==> src/rtl/geri_yaz_hakem_pkg.sv <==
// Shared definitions for the register-file write-port arbiter.
// The source encodings are also used by the tracing monitor.
package geri_yaz_hakem_pkg;

    localparam int VERI_BIT_VARS     = 32;
    localparam int ADRES_BIT_VARS    = 5;
    localparam int ACLIK_SINIRI_VARS = 4;

    typedef enum logic [1:0] {
        KAYNAK_GY  = 2'd0,
        KAYNAK_BOL = 2'd1,
        KAYNAK_BEL = 2'd2,
        KAYNAK_YOK = 2'd3
    } kaynak_e;

    // Round-robin only ever alternates between the two buffered sources.
    function automatic kaynak_e karsi_kaynak(input kaynak_e k);
        return (k == KAYNAK_BOL) ? KAYNAK_BEL : KAYNAK_BOL;
    endfunction

endpackage

==> src/rtl/geri_yaz_hakem_if.sv <==
// Write-port bundle: pipeline writeback, divider and load handshakes,
// register-file write port and the stall request.
interface geri_yaz_hakem_if
    import geri_yaz_hakem_pkg::*;
#(
    parameter int VERI_BIT  = VERI_BIT_VARS,
    parameter int ADRES_BIT = ADRES_BIT_VARS
);
    logic                 gy_yaz_yazmac_i;
    logic [ADRES_BIT-1:0] gy_yaz_adres_i;
    logic [VERI_BIT-1:0]  gy_yaz_deger_i;

    logic                 bol_gecerli_i;
    logic [ADRES_BIT-1:0] bol_adres_i;
    logic [VERI_BIT-1:0]  bol_deger_i;
    logic                 bol_hazir_o;

    logic                 bel_gecerli_i;
    logic [ADRES_BIT-1:0] bel_adres_i;
    logic [VERI_BIT-1:0]  bel_deger_i;
    logic                 bel_hazir_o;

    logic                 cyo_yaz_yazmac_o;
    logic [ADRES_BIT-1:0] cyo_yaz_adres_o;
    logic [VERI_BIT-1:0]  cyo_yaz_deger_o;
    logic                 cek_durdur_o;

    modport master (
        output gy_yaz_yazmac_i, gy_yaz_adres_i, gy_yaz_deger_i,
        output bol_gecerli_i, bol_adres_i, bol_deger_i,
        output bel_gecerli_i, bel_adres_i, bel_deger_i,
        input  bol_hazir_o, bel_hazir_o,
        input  cyo_yaz_yazmac_o, cyo_yaz_adres_o, cyo_yaz_deger_o,
        input  cek_durdur_o
    );

    modport slave (
        input  gy_yaz_yazmac_i, gy_yaz_adres_i, gy_yaz_deger_i,
        input  bol_gecerli_i, bol_adres_i, bol_deger_i,
        input  bel_gecerli_i, bel_adres_i, bel_deger_i,
        output bol_hazir_o, bel_hazir_o,
        output cyo_yaz_yazmac_o, cyo_yaz_adres_o, cyo_yaz_deger_o,
        output cek_durdur_o
    );

endinterface

==> src/rtl/geri_yaz_hakem_tampon.sv <==
// One-entry holding buffer for a multi-cycle result: valid/ready capture,
// x0 discard and the starvation wait counter.
module geri_yaz_tampon
    import geri_yaz_hakem_pkg::*;
#(
    parameter int VERI_BIT     = VERI_BIT_VARS,
    parameter int ADRES_BIT    = ADRES_BIT_VARS,
    parameter int ACLIK_SINIRI = ACLIK_SINIRI_VARS
) (
    input  logic                 clk_i,
    input  logic                 rst_i,
    input  logic                 gecerli_i,
    input  logic [ADRES_BIT-1:0] adres_i,
    input  logic [VERI_BIT-1:0]  deger_i,
    output logic                 hazir_o,
    input  logic                 verildi_i,
    output logic                 dolu_o,
    output logic [ADRES_BIT-1:0] adres_o,
    output logic [VERI_BIT-1:0]  deger_o,
    output logic                 sayac_sinirda_o
);

    localparam int SAYAC_BIT = $clog2(ACLIK_SINIRI + 1);
    localparam logic [SAYAC_BIT-1:0] SINIR = SAYAC_BIT'(ACLIK_SINIRI);

    logic                 dolu_q, dolu_d;
    logic [ADRES_BIT-1:0] adres_q, adres_d;
    logic [VERI_BIT-1:0]  deger_q, deger_d;
    logic [SAYAC_BIT-1:0] sayac_q, sayac_d;
    logic                 sifir_adres;

    assign sifir_adres = (adres_q == '0);

    // An x0 entry never competes for the port, so it is not "full" to the arbiter.
    assign hazir_o         = ~dolu_q;
    assign dolu_o          = dolu_q & ~sifir_adres;
    assign adres_o         = adres_q;
    assign deger_o         = deger_q;
    assign sayac_sinirda_o = (sayac_q == SINIR);

    always_comb begin
        dolu_d  = dolu_q;
        adres_d = adres_q;
        deger_d = deger_q;
        sayac_d = sayac_q;

        if (dolu_q) begin
            if (verildi_i || sifir_adres) begin
                dolu_d = 1'b0;
            end
        end else if (gecerli_i) begin
            dolu_d  = 1'b1;
            adres_d = adres_i;
            deger_d = deger_i;
        end

        if (!dolu_o || verildi_i) begin
            sayac_d = '0;
        end else if (sayac_q != SINIR) begin
            sayac_d = sayac_q + SAYAC_BIT'(1);
        end
    end

    always_ff @(posedge clk_i) begin
        if (rst_i) begin
            dolu_q  <= 1'b0;
            adres_q <= '0;
            deger_q <= '0;
            sayac_q <= '0;
        end else begin
            dolu_q  <= dolu_d;
            adres_q <= adres_d;
            deger_q <= deger_d;
            sayac_q <= sayac_d;
        end
    end

endmodule

==> src/rtl/geri_yaz_hakem.sv <==
// Register-file write-port arbiter: pipeline first, then the divider and
// load buffers in round-robin order, with a stall request against starvation.
module geri_yaz_hakem
    import geri_yaz_hakem_pkg::*;
#(
    parameter int VERI_BIT     = VERI_BIT_VARS,
    parameter int ADRES_BIT    = ADRES_BIT_VARS,
    parameter int ACLIK_SINIRI = ACLIK_SINIRI_VARS
) (
    input  logic              clk_i,
    input  logic              rst_i,
    geri_yaz_hakem_if.slave   yaz_if
);

    logic                 bol_hazir, bel_hazir;
    logic                 bol_dolu, bel_dolu;
    logic                 bol_aday, bel_aday;
    logic                 bol_ver, bel_ver;
    logic                 bol_sinirda, bel_sinirda;
    logic [ADRES_BIT-1:0] bol_adres, bel_adres;
    logic [VERI_BIT-1:0]  bol_deger, bel_deger;

    kaynak_e              isaret_q, isaret_d;
    kaynak_e              secilen;
    logic                 cek_q, cek_d;

    logic                 yazmac;
    logic [ADRES_BIT-1:0] adres;
    logic [VERI_BIT-1:0]  deger;

    geri_yaz_tampon #(
        .VERI_BIT     (VERI_BIT),
        .ADRES_BIT    (ADRES_BIT),
        .ACLIK_SINIRI (ACLIK_SINIRI)
    ) u_bol_tampon (
        .clk_i           (clk_i),
        .rst_i           (rst_i),
        .gecerli_i       (yaz_if.bol_gecerli_i),
        .adres_i         (yaz_if.bol_adres_i),
        .deger_i         (yaz_if.bol_deger_i),
        .hazir_o         (bol_hazir),
        .verildi_i       (bol_ver),
        .dolu_o          (bol_dolu),
        .adres_o         (bol_adres),
        .deger_o         (bol_deger),
        .sayac_sinirda_o (bol_sinirda)
    );

    geri_yaz_tampon #(
        .VERI_BIT     (VERI_BIT),
        .ADRES_BIT    (ADRES_BIT),
        .ACLIK_SINIRI (ACLIK_SINIRI)
    ) u_bel_tampon (
        .clk_i           (clk_i),
        .rst_i           (rst_i),
        .gecerli_i       (yaz_if.bel_gecerli_i),
        .adres_i         (yaz_if.bel_adres_i),
        .deger_i         (yaz_if.bel_deger_i),
        .hazir_o         (bel_hazir),
        .verildi_i       (bel_ver),
        .dolu_o          (bel_dolu),
        .adres_o         (bel_adres),
        .deger_o         (bel_deger),
        .sayac_sinirda_o (bel_sinirda)
    );

    // Buffered results must not reach the register file while reset discards them.
    assign bol_aday = bol_dolu & ~rst_i;
    assign bel_aday = bel_dolu & ~rst_i;

    always_comb begin
        secilen  = KAYNAK_YOK;
        isaret_d = isaret_q;

        if (yaz_if.gy_yaz_yazmac_i) begin
            secilen = KAYNAK_GY;
        end else if (bol_aday && bel_aday) begin
            secilen  = isaret_q;
            isaret_d = karsi_kaynak(isaret_q);
        end else if (bol_aday) begin
            secilen = KAYNAK_BOL;
        end else if (bel_aday) begin
            secilen = KAYNAK_BEL;
        end

        bol_ver = (secilen == KAYNAK_BOL);
        bel_ver = (secilen == KAYNAK_BEL);
        cek_d   = bol_sinirda | bel_sinirda;
    end

    always_comb begin
        yazmac = 1'b0;
        adres  = '0;
        deger  = '0;
        case (secilen)
            KAYNAK_GY: begin
                // x0 still takes the port but never writes or bypasses.
                yazmac = (yaz_if.gy_yaz_adres_i != '0);
                adres  = yaz_if.gy_yaz_adres_i;
                deger  = yaz_if.gy_yaz_deger_i;
            end
            KAYNAK_BOL: begin
                yazmac = 1'b1;
                adres  = bol_adres;
                deger  = bol_deger;
            end
            KAYNAK_BEL: begin
                yazmac = 1'b1;
                adres  = bel_adres;
                deger  = bel_deger;
            end
            default: begin
                yazmac = 1'b0;
            end
        endcase
    end

    always_ff @(posedge clk_i) begin
        if (rst_i) begin
            isaret_q <= KAYNAK_BOL;
            cek_q    <= 1'b0;
        end else begin
            isaret_q <= isaret_d;
            cek_q    <= cek_d;
        end
    end

    assign yaz_if.bol_hazir_o      = bol_hazir;
    assign yaz_if.bel_hazir_o      = bel_hazir;
    assign yaz_if.cyo_yaz_yazmac_o = yazmac;
    assign yaz_if.cyo_yaz_adres_o  = adres;
    assign yaz_if.cyo_yaz_deger_o  = deger;
    assign yaz_if.cek_durdur_o     = cek_q;

endmodule
==> src/flat_wrapper.sv <==
// flat-port wrapper written by rule: the top's interface ports become plain ports
module geri_yaz_hakem_flat import geri_yaz_hakem_pkg::*;
#(
    parameter int VERI_BIT     = VERI_BIT_VARS,
    parameter int ADRES_BIT    = ADRES_BIT_VARS,
    parameter int ACLIK_SINIRI = ACLIK_SINIRI_VARS
)
  (clk_i, rst_i, yaz_if_gy_yaz_yazmac_i, yaz_if_gy_yaz_adres_i, yaz_if_gy_yaz_deger_i, yaz_if_bol_gecerli_i, yaz_if_bol_adres_i, yaz_if_bol_deger_i, yaz_if_bel_gecerli_i, yaz_if_bel_adres_i, yaz_if_bel_deger_i, yaz_if_bol_hazir_o, yaz_if_bel_hazir_o, yaz_if_cyo_yaz_yazmac_o, yaz_if_cyo_yaz_adres_o, yaz_if_cyo_yaz_deger_o, yaz_if_cek_durdur_o);
  geri_yaz_hakem_if #(.VERI_BIT(VERI_BIT), .ADRES_BIT(ADRES_BIT)) yaz_if_i ();
  input  logic clk_i;
  input  logic rst_i;
  input wire logic [$bits(yaz_if_i.gy_yaz_yazmac_i)-1:0] yaz_if_gy_yaz_yazmac_i;
  input wire logic [$bits(yaz_if_i.gy_yaz_adres_i)-1:0] yaz_if_gy_yaz_adres_i;
  input wire logic [$bits(yaz_if_i.gy_yaz_deger_i)-1:0] yaz_if_gy_yaz_deger_i;
  input wire logic [$bits(yaz_if_i.bol_gecerli_i)-1:0] yaz_if_bol_gecerli_i;
  input wire logic [$bits(yaz_if_i.bol_adres_i)-1:0] yaz_if_bol_adres_i;
  input wire logic [$bits(yaz_if_i.bol_deger_i)-1:0] yaz_if_bol_deger_i;
  input wire logic [$bits(yaz_if_i.bel_gecerli_i)-1:0] yaz_if_bel_gecerli_i;
  input wire logic [$bits(yaz_if_i.bel_adres_i)-1:0] yaz_if_bel_adres_i;
  input wire logic [$bits(yaz_if_i.bel_deger_i)-1:0] yaz_if_bel_deger_i;
  output wire logic [$bits(yaz_if_i.bol_hazir_o)-1:0] yaz_if_bol_hazir_o;
  output wire logic [$bits(yaz_if_i.bel_hazir_o)-1:0] yaz_if_bel_hazir_o;
  output wire logic [$bits(yaz_if_i.cyo_yaz_yazmac_o)-1:0] yaz_if_cyo_yaz_yazmac_o;
  output wire logic [$bits(yaz_if_i.cyo_yaz_adres_o)-1:0] yaz_if_cyo_yaz_adres_o;
  output wire logic [$bits(yaz_if_i.cyo_yaz_deger_o)-1:0] yaz_if_cyo_yaz_deger_o;
  output wire logic [$bits(yaz_if_i.cek_durdur_o)-1:0] yaz_if_cek_durdur_o;
  assign yaz_if_i.gy_yaz_yazmac_i = yaz_if_gy_yaz_yazmac_i;
  assign yaz_if_i.gy_yaz_adres_i = yaz_if_gy_yaz_adres_i;
  assign yaz_if_i.gy_yaz_deger_i = yaz_if_gy_yaz_deger_i;
  assign yaz_if_i.bol_gecerli_i = yaz_if_bol_gecerli_i;
  assign yaz_if_i.bol_adres_i = yaz_if_bol_adres_i;
  assign yaz_if_i.bol_deger_i = yaz_if_bol_deger_i;
  assign yaz_if_i.bel_gecerli_i = yaz_if_bel_gecerli_i;
  assign yaz_if_i.bel_adres_i = yaz_if_bel_adres_i;
  assign yaz_if_i.bel_deger_i = yaz_if_bel_deger_i;
  assign yaz_if_bol_hazir_o = yaz_if_i.bol_hazir_o;
  assign yaz_if_bel_hazir_o = yaz_if_i.bel_hazir_o;
  assign yaz_if_cyo_yaz_yazmac_o = yaz_if_i.cyo_yaz_yazmac_o;
  assign yaz_if_cyo_yaz_adres_o = yaz_if_i.cyo_yaz_adres_o;
  assign yaz_if_cyo_yaz_deger_o = yaz_if_i.cyo_yaz_deger_o;
  assign yaz_if_cek_durdur_o = yaz_if_i.cek_durdur_o;
  geri_yaz_hakem #(.VERI_BIT(VERI_BIT), .ADRES_BIT(ADRES_BIT), .ACLIK_SINIRI(ACLIK_SINIRI)) u_core (.clk_i(clk_i), .rst_i(rst_i), .yaz_if(yaz_if_i));
endmodule
==> config.mk <==
export PLATFORM = sky130hd
export DESIGN_NAME = geri_yaz_hakem_flat
export DESIGN_NICKNAME = d
export VERILOG_FILES = /design/src/rtl/geri_yaz_hakem_pkg.sv /design/src/rtl/geri_yaz_hakem_if.sv /design/src/rtl/geri_yaz_hakem_tampon.sv /design/src/rtl/geri_yaz_hakem.sv /design/src/flat_wrapper.sv
export SDC_FILE = /design/constraint.sdc
export NUM_CORES = 1
export LEC_CHECK = 0
export ABC_AREA = 1
export BUFFER_PORTS_ARGS = -buffer_cell sky130_fd_sc_hd__buf_2
export CAP_MARGIN = 5
export CORE_ASPECT_RATIO = 2
export CORE_MARGIN = 3
export CORE_UTILIZATION = 30
export DETAILED_ROUTE_END_ITERATION = 16
export GPL_TIMING_DRIVEN = 0
export PLACE_DENSITY_LB_ADDON = 0.1
export SETUP_SLACK_MARGIN = 0.1
export SYNTH_ARGS = -nofsm -noshare
export SYNTH_HDL_FRONTEND = slang
export SYNTH_SLANG_ARGS = --single-unit
==> constraint.sdc <==
create_clock -name clk_i -period 3.9 [get_ports clk_i]
set_input_delay 0.39 -clock clk_i [delete_from_list [all_inputs] [get_ports clk_i]]
set_output_delay 0.39 -clock clk_i [all_outputs]
set_load 0.1 [all_outputs]
Word-level counts from Yosys, hierarchy flattened --
Index checks and enable logic that the tools add are counted.
Cells by class: add/sub/neg operators 2, eq/ne operators 7, muxes and demuxes 14, bitwise logic cells 11, reductions and logical operators 17
Operator list (count):
- $pmux W32 S3 | 1
- $pmux W5 S3 | 1
- $logic_not A5 Y1 | 2
- $mux W2 | 4
- $mux W1 | 7
- $add A3 B1 Y3 const B | 2
- $eq A3 B3 Y1 const B | 2
- $ne A3 B3 Y1 const B | 2
- $not A1 Y1 | 6
- $reduce_and A2 Y1 | 3
- $reduce_or A2 Y1 | 3
- $reduce_bool A5 Y1 | 1
- $and A1 B1 Y1 | 4
- $eq A2 B1 Y1 const B | 2
- $logic_or A1 B1 Y1 | 4
- $eq A2 B2 Y1 const B | 1
- $logic_not A1 Y1 | 2
- $logic_not A2 Y1 | 1
- $pmux W1 S2 | 1
- $logic_and A1 B1 Y1 | 1
- $or A1 B1 Y1 | 1
Word-level totals: register bits after elaboration 85, bits of input ports 116

Longest topological paths before layout --
depth after elaboration 12, gate-level depth with buffers 14, gate-level depth less buffers 12

By module --
Synthesis repeated with hierarchy kept, for this count alone.
Second synthesis, totals: cells, all modules 656, area total of the unflattened synthesis 4558.1 sq um
By module, submodules not included:
- geri_yaz_tampon | times used 2, cells an instance 191, area an instance 1662.8 sq um, seq. area each 820.8 sq um
- geri_yaz_hakem | times used 1, cells an instance 274, area an instance 1232.4 sq um, seq. area each 60.1 sq um

Least setup slack after synthesis --
OpenSTA, ideal clock, no wires.
kind register to output, start point register u_core.u_bol_tampon.adres_q[2], in the netlist u_core.u_bol_tampon.adres_o[2], end point output yaz_if_cyo_yaz_yazmac_o, arrival time 2.886 ns, required time 3.510 ns, path slack 0.624 ns, stages on the path, launching flop included 12, path buffers 2, path through dfxtp_1 -> nor2_1 -> nand3_1 -> nand2_1 -> nor2_1 -> nand2_1 -> nand2_1 -> ha_1 -> buf_4 -> buf_4 -> o21ai_1 -> a41oi_1
On the way: word-level cells in the longest chain between the ends 10
RTL lines:
- start, declared | line geri_yaz_hakem_tampon.sv:27 | logic [ADRES_BIT-1:0] adres_q, adres_d;
- start signal, assigned | line geri_yaz_hakem_tampon.sv:72 | adres_q <= adres_d;
- $logic_not A5 Y1 (*) | line geri_yaz_hakem_tampon.sv:32 | assign sifir_adres = (adres_q == '0);
- $not A1 Y1 (*) | line geri_yaz_hakem_tampon.sv:36 | assign dolu_o = dolu_q & ~sifir_adres;
- $and A1 B1 Y1 (*) | line geri_yaz_hakem_tampon.sv:36
- $and A1 B1 Y1 (*) | line geri_yaz_hakem.sv:68 | assign bol_aday = bol_dolu & ~rst_i;
- $mux W2 or $logic_and A1 B1 Y1 (tied branches) | line geri_yaz_hakem.sv:80, geri_yaz_hakem.sv:77
- $mux W2 (*) | line geri_yaz_hakem.sv:77 | end else if (bol_aday && bel_aday) begin
- $mux W2 (*) | line geri_yaz_hakem.sv:75 | if (yaz_if.gy_yaz_yazmac_i) begin
- $eq A2 B2 Y1 or $eq A2 B1 Y1 (tied branches) | line geri_yaz_hakem.sv:95 | case (secilen)
- $reduce_or A2 Y1 (no line)
- $pmux W1 S2 (*) | line geri_yaz_hakem.sv:95
- end, declared | line flat_wrapper.sv:23 | output wire logic [$bits(yaz_if_i.cyo_yaz_yazmac_o)-1:0] yaz_if_cyo_yaz_yazmac_o;
Mark *: on every way between the ends. The rest lies on a longest branch, timed or not.

Worst setup path after layout --
start point register u_core.u_bol_tampon.adres_q[3], in the netlist u_core.u_bol_tampon.adres_o[3], end point output yaz_if_cyo_yaz_adres_o[0]
On the way: word-level cells in the longest chain between the ends 9
RTL lines:
- $logic_not A5 Y1 (*) | line geri_yaz_hakem_tampon.sv:32
- $not A1 Y1 (*) | line geri_yaz_hakem_tampon.sv:36
- $and A1 B1 Y1 (*) | line geri_yaz_hakem_tampon.sv:36
- $and A1 B1 Y1 (*) | line geri_yaz_hakem.sv:68
- $mux W2 or $logic_and A1 B1 Y1 (tied branches) | line geri_yaz_hakem.sv:80, geri_yaz_hakem.sv:77
- $mux W2 (*) | line geri_yaz_hakem.sv:77
- $mux W2 (*) | line geri_yaz_hakem.sv:75
- $eq A2 B2 Y1 (tied with other cells) | line geri_yaz_hakem.sv:95
- $pmux W5 S3 (*) | line geri_yaz_hakem.sv:95
- end, declared | line flat_wrapper.sv:24 | output wire logic [$bits(yaz_if_i.cyo_yaz_adres_o)-1:0] yaz_if_cyo_yaz_adres_o;
Marks and branches as above.

==> results.py <==
metrics = {
    "floorplan": {
        "io-pin-count": 157,
        "initial_utilization_pct": 30.9,
        "core_area_sq_um": 13500,
        "die_x_um": 89.4,
        "std_cell_rows": 60,
        "die_y_um": 173,
        "die_area_sq_um": 15500,
    },
    "drt": {
        "met1_length_mm": 5.69,
        "vias_per_cell": 4.66,
        "vias": 4488,
        "detail_route.first_pass.iterations": 4,
        "top_layer": "met4",
        "wl_met3_um": 648,
        "drt-initial-drc-count": 152,
        "avgRoutedWirePerCell_um": 15.8,
        "wl_met2_mm": 8.56,
        "drt_wl_total_mm": 15.2,
        "remaining_drc_errors": 0,
        "postRouteAntennaNets": 0,
    },
    "synth": {
        "synth-xor-area-share_pct": 0.839,
        "avgSynthCellArea_sq_um": 6.55,
        "syn_inst": 637,
        "syn_area_sq_um": 4170,
        "yosys_warnings": 0,
        "synth-simple-area-share_pct": 34.0,
        "synthMuxAreaShare_pct": 0,
        "syn-num-nets": 761,
        "ys_ff_latch": 85,
        "ys_types": 25,
        "synthAdderAreaFrac_pct": 2.40,
        "synth_compound_area_share_pct": 11.2,
        "synth_top_family_by_area": "simple AND/OR/NAND/NOR gates",
        "seq_area_frac_synth_pct": 40.8,
    },
    "sta": {
        "tightest_slew_ns": 0.722,
        "finalSetupViolations": 0,
        "tns_ns": 0,
        "finClkSkew_ns": 0.00667,
        "clock.fmax_ghz": 0.295,
        "finalHoldViolations": 0,
        "period_share_pct": 86.9,
        "fin_crit_ns": 3.39,
        "drv_slew": 0,
        "finalWorstSetupSlack_ns": 0.510,
        "rsz0062_at_grt": "no",
        "slew_headroom_pct": 51.9,
    },
    "cells_and_area": {
        "drive_above_1_share_pct": 26.6,
        "area_delta_synth_final_pct": 30.7,
        "fin_util_pct": 40.4,
        "layout_commonest_cell": "buf_2",
        "diodes": 0,
        "finalNetCount": 928,
        "final_cell_mix": "buf_2 (169), nand2_1 (157), nor2_1 (153)",
    },
    "status": {
        "outcome": "complete, no violations",
    },
    "cts": {
        "postCtsHoldBufs": 0,
        "clkSinkCount": 85,
        "cts_buffer_depth": 2,
        "ctsResizeCount": 0,
        "tritoncts": "yes",
        "cts_inserted_buffers": 9,
        "h-tree-depth": 3,
        "clk_latency_ns": 0.34,
        "path_clk_slew_ns": 0.06,
        "cts_setup_buffers": 0,
        "root_buffer": "clkbuf_16",
    },
    "setup_path": {
        "end_kind": "output port",
        "critPathLaunchType": "flip-flop",
        "rrSetupSlack_ns": 1.92,
        "r2r_cells": 10,
        "crit_fanout": 10,
        "worstPathRequired_ns": 3.51,
        "r2r_end": "u_core.u_bel_tampon.sayac_q[0]",
        "arrival_ns": 3.00,
        "critPathKind": "flip-flop to output port",
        "r2r_start": "u_core.u_bel_tampon.adres_o[2]",
    },
    "min_path": {
        "min-delay-start": "yaz_if_bol_deger_i[0]",
        "whs_endpoint": "u_core.u_bol_tampon.deger_o[0]",
        "hp-class": "primary input to flip-flop",
        "holdPathStages": 3,
    },
    "grt": {
        "grt_start_max_net_pins": 17,
        "grt_pass1_wl_mm": 23.6,
        "antenna_found_initial": 0,
        "track_usage_pct": 20.2,
        "grt-ovfl-total": 0,
        "grt_pass1_vias": 4581,
    },
    "power_and_ir_drop": {
        "p_leak_nw": 2.90,
        "power_density_nw_per_um2": 492,
        "peakVddDrop_mv": 0.225,
    },
    "placement": {
        "portBuffers": 156,
        "place.gp.congestion": 0.817,
        "dp_hpwl_mm": 11.9,
        "pre_cts_slack_ns": 0.849,
    },
    "run": {
        "max_cap_viol_count": 0,
    },
}
[routing by layer]
layer  GRT usage (%)  up-vias
li1                -     2310
met5               0        -
met3            2.53       18
met4            6.21        0
met2            38.4      118
met1            21.9     2042
[kinds of logic (layout without fill, tap and decap cells)]
family	count (synthesis)	count (layout)
flops	85	85
fa+ha+maj	8	8
simple gates	357	357
buf+inv	92	264
compound gates	91	91
xor+xnor	4	4
[area by class of cell]
class	count	area (sq um)
Inverter	55	206
Sequential cell	85	1700
Buffer	37	241
Multi-Input combinational cell	460	2020
Clock inverter	7	81.3
Tap cell	155	194
Fill cell	1515	8060
Clock buffer	9	225
Timing Repair Buffer	156	781
[synthesized netlist by cell type]
cell	count	share of area (%)
nand2_1	157	14
nor2_1	153	14
dfxtp_1	85	41
o21ai_0	68	8.2
inv_1	49	4.4
nand3_1	42	5.0
buf_2	13	1.6
o21ai_1	12	1.4
buf_6	8	2.2
ha_1	8	2.4
a21oi_1	7	0.84
buf_4	6	1.1
inv_2	6	0.54
buf_1	4	0.36
clkbuf_1	3	0.27
clkbuf_2	3	0.36
a21oi_2	2	0.42
nand3_2	2	0.48
xnor2_1	2	0.42
xor2_1	2	0.42
a41oi_1	1	0.21
nand2_2	1	0.15
nand2_4	1	0.27
o211ai_1	1	0.18
or2_4	1	0.21
[how the worst max path moves through the flow]
| stage | from | slack [ns] | depth (start not counted) | endpoint |
|---|---|---|---|---|
| after global placement | u_core.u_bol_tampon.adres_o[3] | 0.88 | 13 | yaz_if_cyo_yaz_adres_o[0] |
| after global routing | u_core.u_bol_tampon.adres_o[3] | 0.33 | 13 | yaz_if_cyo_yaz_adres_o[3] |
| final | u_core.u_bol_tampon.adres_o[3] | 0.51 | 13 | yaz_if_cyo_yaz_adres_o[0] |
| after floorplan | u_core.u_bol_tampon.adres_o[2] | 0.62 | 11 | yaz_if_cyo_yaz_yazmac_o |
| after CTS | u_core.u_bol_tampon.adres_o[3] | 0.48 | 13 | yaz_if_cyo_yaz_adres_o[0] |
| after detailed placement | u_core.u_bol_tampon.adres_o[3] | 0.85 | 13 | yaz_if_cyo_yaz_adres_o[0] |
[report_power, final]
group | switching (W) | total (W) | leakage, nW | internal [W]
clock network | 0.000381 | 0.000886 | 0.147 | 0.000506
registers | 0.0000420 | 0.000985 | 0.703 | 0.000943
logic | 0.000614 | 0.000810 | 2.05 | 0.000196
total | 0.00104 | 0.00268 | 2.90 | 0.00164
[worst max-delay path, stage by stage (launching register included)]
cell     delay (ns)
dfxtp_1        0.39
nor2_1         0.06
nand3_1        0.13
nand2_1        0.06
nor2_1         0.13
nand2_1        0.07
nand2_1        0.11
inv_1          0.08
ha_1           0.21
inv_2          0.21
buf_1          0.57
nand2_1        0.14
inv_1          0.08
buf_2          0.42
[registers in the layout, summed over array words and instances (netlist names)]
name	count
u_core.u_bel_tampon.deger_o	32
u_core.u_bol_tampon.deger_o	32
u_core.u_bel_tampon.adres_o	5
u_core.u_bol_tampon.adres_o	5
u_core.u_bel_tampon.sayac_q	3
u_core.u_bol_tampon.sayac_q	3
u_core.isaret_q	2
u_core.u_bel_tampon.dolu_q	1
u_core.u_bol_tampon.dolu_q	1
u_core.yaz_if.cek_durdur_o	1
[through the flow]
stage	cells	cell area (sq um)	power, W	hold WS (ns)
after floorplan	637	4170	0.00161	0.449
after global placement	948	5150	0.00182	0.465
after detailed placement	948	5150	0.00182	0.471
after CTS	964	5460	0.00271	0.284
after global routing	964	5460	0.00281	0.298
final	964	5460	0.00268	0.292
No activity file was read; power rests on OpenSTA's default activity.
